File: src/rtl/ifft_cross_seq_if.sv
// Stream bundle for the inverse butterfly stage: a valid/ready input port
// carrying one complex sample, and a valid/ready output port carrying one
// result plus its position in the frame.
interface ifft_cross_seq_if #(
  parameter int SIZE       = 8,
  parameter int BITS       = 16,
  parameter int RESOLUTION = 4,
  parameter int TRUNCATION = 4
);
  localparam int OW = BITS + RESOLUTION - TRUNCATION + 1;
  localparam int AW = $clog2(SIZE);

  logic                 in_valid;
  logic                 in_ready;
  logic signed [BITS-1:0] in_re;
  logic signed [BITS-1:0] in_im;

  logic                 out_valid;
  logic                 out_ready;
  logic signed [OW-1:0] out_re;
  logic signed [OW-1:0] out_im;
  logic [AW-1:0]        out_index;
  logic                 out_last;

  // Upstream producer / downstream consumer side.
  modport master (
    output in_valid, in_re, in_im, out_ready,
    input  in_ready, out_valid, out_re, out_im, out_index, out_last
  );

  // Butterfly block side.
  modport slave (
    input  in_valid, in_re, in_im, out_ready,
    output in_ready, out_valid, out_re, out_im, out_index, out_last
  );
endinterface

File: src/rtl/ifft_cross_seq.sv
// Sequential radix-2 inverse butterfly stage. Loads one frame of SIZE complex
// samples, runs SIZE/2 butterflies (one per cycle) with conjugate twiddles,
// then streams the SIZE results out in natural order under backpressure.
module ifft_cross_seq #(
  parameter int SIZE       = 8,
  parameter int BITS       = 16,
  parameter int RESOLUTION = 4,
  parameter int TRUNCATION = 4
) (
  input  logic             clk,
  input  logic             rst_n,
  ifft_cross_seq_if.slave  bus
);
  localparam int OW   = BITS + RESOLUTION - TRUNCATION + 1;
  localparam int AW   = $clog2(SIZE);
  localparam int HALF = SIZE / 2;
  localparam int IW   = BITS + RESOLUTION + 3;  // butterfly intermediate width
  localparam int TW   = RESOLUTION + 2;         // twiddle width

  localparam logic [AW-1:0] LAST_IDX  = AW'(SIZE - 1);
  localparam logic [AW-1:0] HALF_LAST = AW'(HALF - 1);
  localparam logic [AW-1:0] HALF_OFF  = AW'(HALF);

  localparam real PI_R = 3.14159265358979323846;

  localparam logic [1:0] S_LOAD    = 2'd0;
  localparam logic [1:0] S_COMPUTE = 2'd1;
  localparam logic [1:0] S_UNLOAD  = 2'd2;

  // Rounded (half away from zero) twiddle; sine is taken positive, which is
  // the conjugate of the forward stage's coefficient.
  function automatic logic signed [TW-1:0] twiddle(input int k, input bit use_sin);
    real ang;
    real v;
    ang = 2.0 * PI_R * real'(k) / real'(SIZE);
    v   = (use_sin ? $sin(ang) : $cos(ang)) * real'(1 << RESOLUTION);
    if (v >= 0.0) return TW'($rtoi(v + 0.5));
    else          return TW'(-$rtoi(0.5 - v));
  endfunction

  logic signed [TW-1:0] tw_re [SIZE];
  logic signed [TW-1:0] tw_im [SIZE];

  for (genvar g = 0; g < SIZE; g++) begin : g_tw
    localparam logic signed [TW-1:0] WR = twiddle(g, 1'b0);
    localparam logic signed [TW-1:0] WI = twiddle(g, 1'b1);
    assign tw_re[g] = WR;
    assign tw_im[g] = WI;
  end

  logic [BITS-1:0] in_re_buf  [SIZE];
  logic [BITS-1:0] in_im_buf  [SIZE];
  logic [OW-1:0]   res_re_buf [SIZE];
  logic [OW-1:0]   res_im_buf [SIZE];

  logic [1:0]    state_q, state_d;
  logic [AW-1:0] n_q, n_d;
  logic [AW-1:0] k_q, k_d;
  logic [AW-1:0] m_q, m_d;
  logic          out_valid_q, out_valid_d;
  logic [OW-1:0] out_re_q, out_re_d;
  logic [OW-1:0] out_im_q, out_im_d;

  logic          in_wr;
  logic          bf_wr;
  logic [AW-1:0] b_idx;
  logic [AW-1:0] m_nxt;

  logic signed [IW-1:0] a_re, a_im, b_re, b_im, w_re, w_im, p_re, p_im;
  logic [OW-1:0]        sum_re, sum_im, dif_re, dif_im;

  // Butterfly datapath for the pair selected by k.
  // NOTE: combinational blocks use blocking '=' so each line sees the value
  // computed just above it; clocked blocks use '<=' so all flops update together.
  always_comb begin
    b_idx  = k_q + HALF_OFF;
    a_re   = IW'(signed'(in_re_buf[k_q])) <<< RESOLUTION;
    a_im   = IW'(signed'(in_im_buf[k_q])) <<< RESOLUTION;
    b_re   = IW'(signed'(in_re_buf[b_idx]));
    b_im   = IW'(signed'(in_im_buf[b_idx]));
    w_re   = IW'(tw_re[k_q]);
    w_im   = IW'(tw_im[k_q]);
    p_re   = w_re * b_re - w_im * b_im;
    p_im   = w_re * b_im + w_im * b_re;
    sum_re = OW'((a_re + p_re) >>> TRUNCATION);
    sum_im = OW'((a_im + p_im) >>> TRUNCATION);
    dif_re = OW'((a_re - p_re) >>> TRUNCATION);
    dif_im = OW'((a_im - p_im) >>> TRUNCATION);
  end

  // Sequencing: load counter, butterfly counter, unload counter and output regs.
  always_comb begin
    // NOTE: every output gets a default first, so no path can leave one
    // unassigned and infer a latch.
    state_d     = state_q;
    n_d         = n_q;
    k_d         = k_q;
    m_d         = m_q;
    out_valid_d = out_valid_q;
    out_re_d    = out_re_q;
    out_im_d    = out_im_q;
    in_wr       = 1'b0;
    bf_wr       = 1'b0;
    m_nxt       = m_q + AW'(1);
    case (state_q)
      S_LOAD: begin
        if (bus.in_valid) begin
          in_wr = 1'b1;
          n_d   = n_q + AW'(1);
          if (n_q == LAST_IDX) begin
            n_d     = '0;
            state_d = S_COMPUTE;
          end
        end
      end
      S_COMPUTE: begin
        bf_wr = 1'b1;
        k_d   = k_q + AW'(1);
        if (k_q == HALF_LAST) begin
          k_d     = '0;
          state_d = S_UNLOAD;
        end
      end
      S_UNLOAD: begin
        if (!out_valid_q) begin
          // First cycle in UNLOAD: present result[0].
          out_valid_d = 1'b1;
          out_re_d    = res_re_buf[m_q];
          out_im_d    = res_im_buf[m_q];
        end else if (bus.out_ready) begin
          if (m_q == LAST_IDX) begin
            out_valid_d = 1'b0;
            m_d         = '0;
            state_d     = S_LOAD;
          end else begin
            m_d      = m_nxt;
            out_re_d = res_re_buf[m_nxt];
            out_im_d = res_im_buf[m_nxt];
          end
        end
      end
      default: state_d = S_LOAD;
    endcase
  end

  // Control and output registers with synchronous reset.
  always_ff @(posedge clk) begin
    if (!rst_n) begin
      state_q     <= S_LOAD;
      n_q         <= '0;
      k_q         <= '0;
      m_q         <= '0;
      out_valid_q <= 1'b0;
      out_re_q    <= '0;
      out_im_q    <= '0;
    end else begin
      state_q     <= state_d;
      n_q         <= n_d;
      k_q         <= k_d;
      m_q         <= m_d;
      out_valid_q <= out_valid_d;
      out_re_q    <= out_re_d;
      out_im_q    <= out_im_d;
    end
  end

  // Sample and result buffers.
  // NOTE: the buffers have no reset; every entry is rewritten by the current
  // frame before it is read, so stale contents can never reach the output.
  always_ff @(posedge clk) begin
    if (in_wr) begin
      in_re_buf[n_q] <= bus.in_re;
      in_im_buf[n_q] <= bus.in_im;
    end
    if (bf_wr) begin
      res_re_buf[k_q]   <= sum_re;
      res_im_buf[k_q]   <= sum_im;
      res_re_buf[b_idx] <= dif_re;
      res_im_buf[b_idx] <= dif_im;
    end
  end

  assign bus.in_ready  = (state_q == S_LOAD);
  assign bus.out_valid = out_valid_q;
  assign bus.out_re    = out_re_q;
  assign bus.out_im    = out_im_q;
  assign bus.out_index = m_q;
  assign bus.out_last  = (m_q == LAST_IDX);

endmodule
File: src/flat_wrapper.sv
// flat-port wrapper written by rule: the top's interface ports become plain ports
module ifft_cross_seq_flat 
#(
  parameter int SIZE       = 8,
  parameter int BITS       = 16,
  parameter int RESOLUTION = 4,
  parameter int TRUNCATION = 4
)
  (clk, rst_n, bus_in_valid, bus_in_re, bus_in_im, bus_out_ready, bus_in_ready, bus_out_valid, bus_out_re, bus_out_im, bus_out_index, bus_out_last);
  ifft_cross_seq_if #(.SIZE(SIZE), .BITS(BITS), .RESOLUTION(RESOLUTION), .TRUNCATION(TRUNCATION)) bus_i ();
  input  logic clk;
  input  logic rst_n;
  input wire logic [$bits(bus_i.in_valid)-1:0] bus_in_valid;
  input wire logic [$bits(bus_i.in_re)-1:0] bus_in_re;
  input wire logic [$bits(bus_i.in_im)-1:0] bus_in_im;
  input wire logic [$bits(bus_i.out_ready)-1:0] bus_out_ready;
  output wire logic [$bits(bus_i.in_ready)-1:0] bus_in_ready;
  output wire logic [$bits(bus_i.out_valid)-1:0] bus_out_valid;
  output wire logic [$bits(bus_i.out_re)-1:0] bus_out_re;
  output wire logic [$bits(bus_i.out_im)-1:0] bus_out_im;
  output wire logic [$bits(bus_i.out_index)-1:0] bus_out_index;
  output wire logic [$bits(bus_i.out_last)-1:0] bus_out_last;
  assign bus_i.in_valid = bus_in_valid;
  assign bus_i.in_re = bus_in_re;
  assign bus_i.in_im = bus_in_im;
  assign bus_i.out_ready = bus_out_ready;
  assign bus_in_ready = bus_i.in_ready;
  assign bus_out_valid = bus_i.out_valid;
  assign bus_out_re = bus_i.out_re;
  assign bus_out_im = bus_i.out_im;
  assign bus_out_index = bus_i.out_index;
  assign bus_out_last = bus_i.out_last;
  ifft_cross_seq #(.SIZE(SIZE), .BITS(BITS), .RESOLUTION(RESOLUTION), .TRUNCATION(TRUNCATION)) u_core (.clk(clk), .rst_n(rst_n), .bus(bus_i));
endmodule
File: config.mk
export PLATFORM = sky130hd
export DESIGN_NAME = ifft_cross_seq_flat
export DESIGN_NICKNAME = d
export VERILOG_FILES = /design/src/rtl/ifft_cross_seq_if.sv /design/src/rtl/ifft_cross_seq.sv /design/src/flat_wrapper.sv
export SDC_FILE = /design/constraint.sdc
export NUM_CORES = 2
export LEC_CHECK = 0
export CAP_MARGIN = 20
export CELL_PAD_IN_SITES_DETAIL_PLACEMENT = 1
export CELL_PAD_IN_SITES_GLOBAL_PLACEMENT = 1
export CORE_ASPECT_RATIO = 0.5
export CORE_MARGIN = 2
export CORE_UTILIZATION = 48
export CTS_BUF_LIST = sky130_fd_sc_hd__clkbuf_16
export CTS_CLUSTER_SIZE = 12
export DETAILED_ROUTE_END_ITERATION = 8
export GPL_TIMING_DRIVEN = 0
export PLACE_DENSITY_LB_ADDON = 0.1
export SLEW_MARGIN = 20
export SYNTH_ARGS = -nofsm -noshare
export SYNTH_HDL_FRONTEND = slang
export SYNTH_SLANG_ARGS = --single-unit
export TNS_END_PERCENT = 50
File: constraint.sdc
create_clock -name clk -period 9.55 [get_ports clk]
set_input_delay 0.955 -clock clk [delete_from_list [all_inputs] [get_ports clk]]
set_output_delay 0.955 -clock clk [all_outputs]
set_load 0.01 [all_outputs]
==> impl_summary.md <==
Finish
In the final layout, the share of cells above drive strength 1 is 0.162. Fill cells in the final layout number 9,077. The top cell types in the final layout, fill and taps aside, are 528 x sky130_fd_sc_hd__edfxtp_1, 403 x sky130_fd_sc_hd__inv_1, 351 x sky130_fd_sc_hd__nand2_1, 320 x sky130_fd_sc_hd__fa_1, 201 x sky130_fd_sc_hd__nor2_1. The area growth from synthesis to layout is 14.6%. After the last flow step, the layout net total stands at 4,461.

The area of all placed cells without fillers is 49,500 um^2. Leaving out fill and tap cells, the most frequent cell in the layout is sky130_fd_sc_hd__edfxtp_1.

Setup path
The delay of the slowest critical-path stage is 570 ps. The standard cell with the maximum stage delay on the critical path is sky130_fd_sc_hd__fa_1. The top fanout value on the critical path is 8. Data arrives at the worst endpoint at 9680 ps. Counting cells, the worst reg-to-reg path comes to 36. The capturing instance or port of the critical path is u_core.res_im_buf[6][16]$_DFFE_PP_.

The worst setup path is launched from a flop. The endpoint of the worst register-to-register path is u_core.res_im_buf[6][16]$_DFFE_PP_. The capturing element type of the critical path is a flop.

Grouping stages by cell kind, the critical path spends the most delay in adder cells. The sum of buffers and inverters on the critical path is 7. In this run the number of cells on the critical path is 36. The setup slack on the worst flop-to-flop path is 240 ps. In this run the critical register-to-register path is launched from u_core.k_q[0]$_SDFFE_PN0P_. The most frequent cell on the critical path is sky130_fd_sc_hd__fa_1. The data required time at the worst endpoint is 9920 ps.

The worst setup path is of the reg -> reg kind. Tracing the worst setup path back leads to its startpoint at u_core.k_q[0]$_SDFFE_PN0P_.

CTS
The cell at the root of the clock tree is sky130_fd_sc_hd__clkbuf_16. Clock-pin slew was measured on the worst setup and hold paths at 70 ps. TritonCTS built the clock tree. The number of buffers created by CTS is 57.

The H-tree level count is 2. At the later pin of the worst-skew pair, clock insertion delay measures 660 ps. The clock tree buffer depth is 3. The clock drives 580 sinks.

The number of buffers added to fix hold violations after cts is 0.

Synthesis
The mapped netlist covers 43,200 um^2. The mean cell area of the mapped netlist is 11.8 um^2. The post-synthesis async set-or-reset flop share is 0. The commonest register cell after synthesis is sky130_fd_sc_hd__edfxtp_1. Yosys mapped a number of flops with a built-in enable equal to 528. The share of synthesized area occupied by flip-flops and latches is 0.391.

The post-synthesis instance total is 3,662. The warning count from the yosys run is 0. Counting every net in the synthesized netlist gives 4,226. The register bit count reported by yosys is 580. The unique cell type count in the Yosys netlist is 72.

Floorplanning
The initial standard-cell utilization of the core is 0.487. The I/O pin total is 76. The die boundary height is 216 um. The floorplan step set the die width to 428 um.

The area of the die is 92,500 um^2. The placeable core region is 88,700 um^2. After floorplanning, the core was divided into 77 placement rows.

STA
After layout, the minimum clock period comes to 9310 ps. Setup slack closes at 238 ps. Setup violations remaining at the end of the flow were counted as 0. The worst-margin pin slew is 1190 ps. The clock tree skew after final layout is 33.3 ps. The total negative slack for setup checks is 0 ps.

The fraction of the cycle the final worst path needs is 0.975. Measured against its own limit, the worst slew margin works out to 0.207. The number of slew-limit violations in the final report is 0.

The fmax is 107 MHz. The final-report hold violation count is 0.

Route
The post-route DRC violation count is 0. The total via count in the routed design is 32,391. The average via count per standard cell is 6.32. The post-route antenna net violation count is 0.

The average routed wire per standard cell is 30.7 um. The final routed wirelength across all metal layers is 157,000 um. The number of DRC violations after detailed-routing iteration 0 is 3,869. The first TritonRoute pass finished after 7 iterations.

GRT
Entering global routing, the biggest net connects 22 pins. The global router's overall resource usage is 0.340. The total overflow left after global routing is 0.

The initial antenna violation count is 2. The wire length of the first global-routing pass is 228,000 um. The number of global-route vias before repair is 33,745.

Pwr
Power spread over the standard cell area amounts to 117 nW/um^2. The leakage power summed over all cells is 18.9 nW. The total power after layout is 5.80 mW. IR analysis of the VDD net gives a maximum drop of 0.146 mV.

Place
After legalization and detailed placement, the total HPWL measured 118,000 um. The global placer's final weighted congestion is 0.900. The minimum setup slack after placement is -2810 ps.

The count of buffers added on input and output ports is 74. Once placement finished, the instance area stood at 46,200 um^2.

Run status
The run finished with clean final reports.

Job
The tool flagged a number of max-cap violations equal to 0.

Min path
The tightest min-delay check is of the reg -> reg type.
## registers in the layout (all words and copies together) (netlist names), named ones only
| signal | flops |
|---|---|
| u_core.bus.out_im | 17 |
| u_core.bus.out_index | 3 |
| u_core.bus.out_re | 17 |
| u_core.bus.out_valid | 1 |
| u_core.in_im_buf | 128 |
| u_core.in_re_buf | 128 |
| u_core.k_q | 3 |
| u_core.n_q | 3 |
| u_core.res_im_buf | 136 |
| u_core.res_re_buf | 136 |
| u_core.state_q | 2 |
## cells in the mapped netlist (all sizes together), types with 38 or more instances
master / number / share of area
edfxtp: 528 / 0.37
inv: 381 / 0.033
nand2: 357 / 0.031
fa: 320 / 0.15
nor2: 221 / 0.019
ha: 208 / 0.060
o21ai: 201 / 0.023
mux4: 200 / 0.10
a21oi: 167 / 0.019
clkbuf: 154 / 0.013
xnor2: 134 / 0.028
a22oi: 97 / 0.017
mux2i: 85 / 0.020
nor2b: 84 / 0.012
a211oi: 76 / 0.013
dfxtp: 52 / 0.024
buf: 50 / 0.0050
mux2: 38 / 0.010
## power breakdown
part,internal [mW],switching [mW],total [mW]
clock,1.11,1.02,2.13
combinational,0.291,0.521,0.812
sequential,2.85,0.0120,2.86
## logic make-up (layout without fill, tap and decap cells)
family,Yosys count,in the layout,share of synthesized area
AND/OR/NAND/NOR,847,847,0.0892
AO/OA/AOI/OAI,640,640,0.0913
buffers and inverters,585,861,0.0516
flip-flops,580,580,0.391
adder cells (fa/ha/maj),528,528,0.209
multiplexers,323,323,0.134
XOR/XNOR,159,159,0.0336
other,0,1,0
## per-stage QoR
step / cells / hold WS [ps] / util
global placement: 4921 / 478 / 0.512
detailed placement: 4967 / 486 / 0.521
CTS: 5114 / 495 / 0.552
global route: 5123 / 517 / 0.558
floorplan: 3662 / 449 / -
finish: 5124 / 494 / 0.558
## repair_timing
action	in CTS	in global routing
endpoints found under the hold margin	0	0
setup buffers	52	14
endpoints found under the setup margin	241	144
gates resized for setup	147	105
pin swaps	28	22
## final cells by class
| type | count | area (um^2) | area share |
|---|---|---|---|
| Timing Repair Buffer | 186 | 2040 | 0.0413 |
| Sequential cell | 580 | 16900 | 0.342 |
| Inverter | 381 | 1440 | 0.0290 |
| Clock buffer | 59 | 1480 | 0.0298 |
| Tap cell | 1185 | 1480 | 0.0300 |
| Antenna cell | 1 | 2.50 | 0.0000506 |
| Multi-Input combinational cell | 2497 | 25000 | 0.505 |
| Clock inverter | 41 | 193 | 0.00389 |
| Buffer | 194 | 978 | 0.0198 |
## worst min-delay path by stage
stage | from | end | slack (ps) | cells after the start
floorplan | u_core.state_q[1]$_SDFFE_PN0P_ | u_core.state_q[0]$_SDFFE_PN0P_ | 450 | 1
global route | u_core.state_q[1]$_SDFFE_PN0P_ | u_core.state_q[0]$_SDFFE_PN0P_ | 520 | 1
CTS | u_core.state_q[1]$_SDFFE_PN0P_ | u_core.state_q[0]$_SDFFE_PN0P_ | 490 | 1
global placement | u_core.state_q[1]$_SDFFE_PN0P_ | u_core.state_q[0]$_SDFFE_PN0P_ | 480 | 1
finish | u_core.state_q[1]$_SDFFE_PN0P_ | u_core.state_q[0]$_SDFFE_PN0P_ | 490 | 1
detailed placement | u_core.state_q[1]$_SDFFE_PN0P_ | u_core.state_q[0]$_SDFFE_PN0P_ | 490 | 1
## per-layer routing
layer  up-vias  GRT usage  wire length [um]
li1      13475          -                 -
met1     16858      0.469             64300
met2      1727      0.540             71700
met3       329     0.0746             16000
met4         2      0.104              5330
met5         -          0                13
No activity file was read; power rests on OpenSTA's default activity.
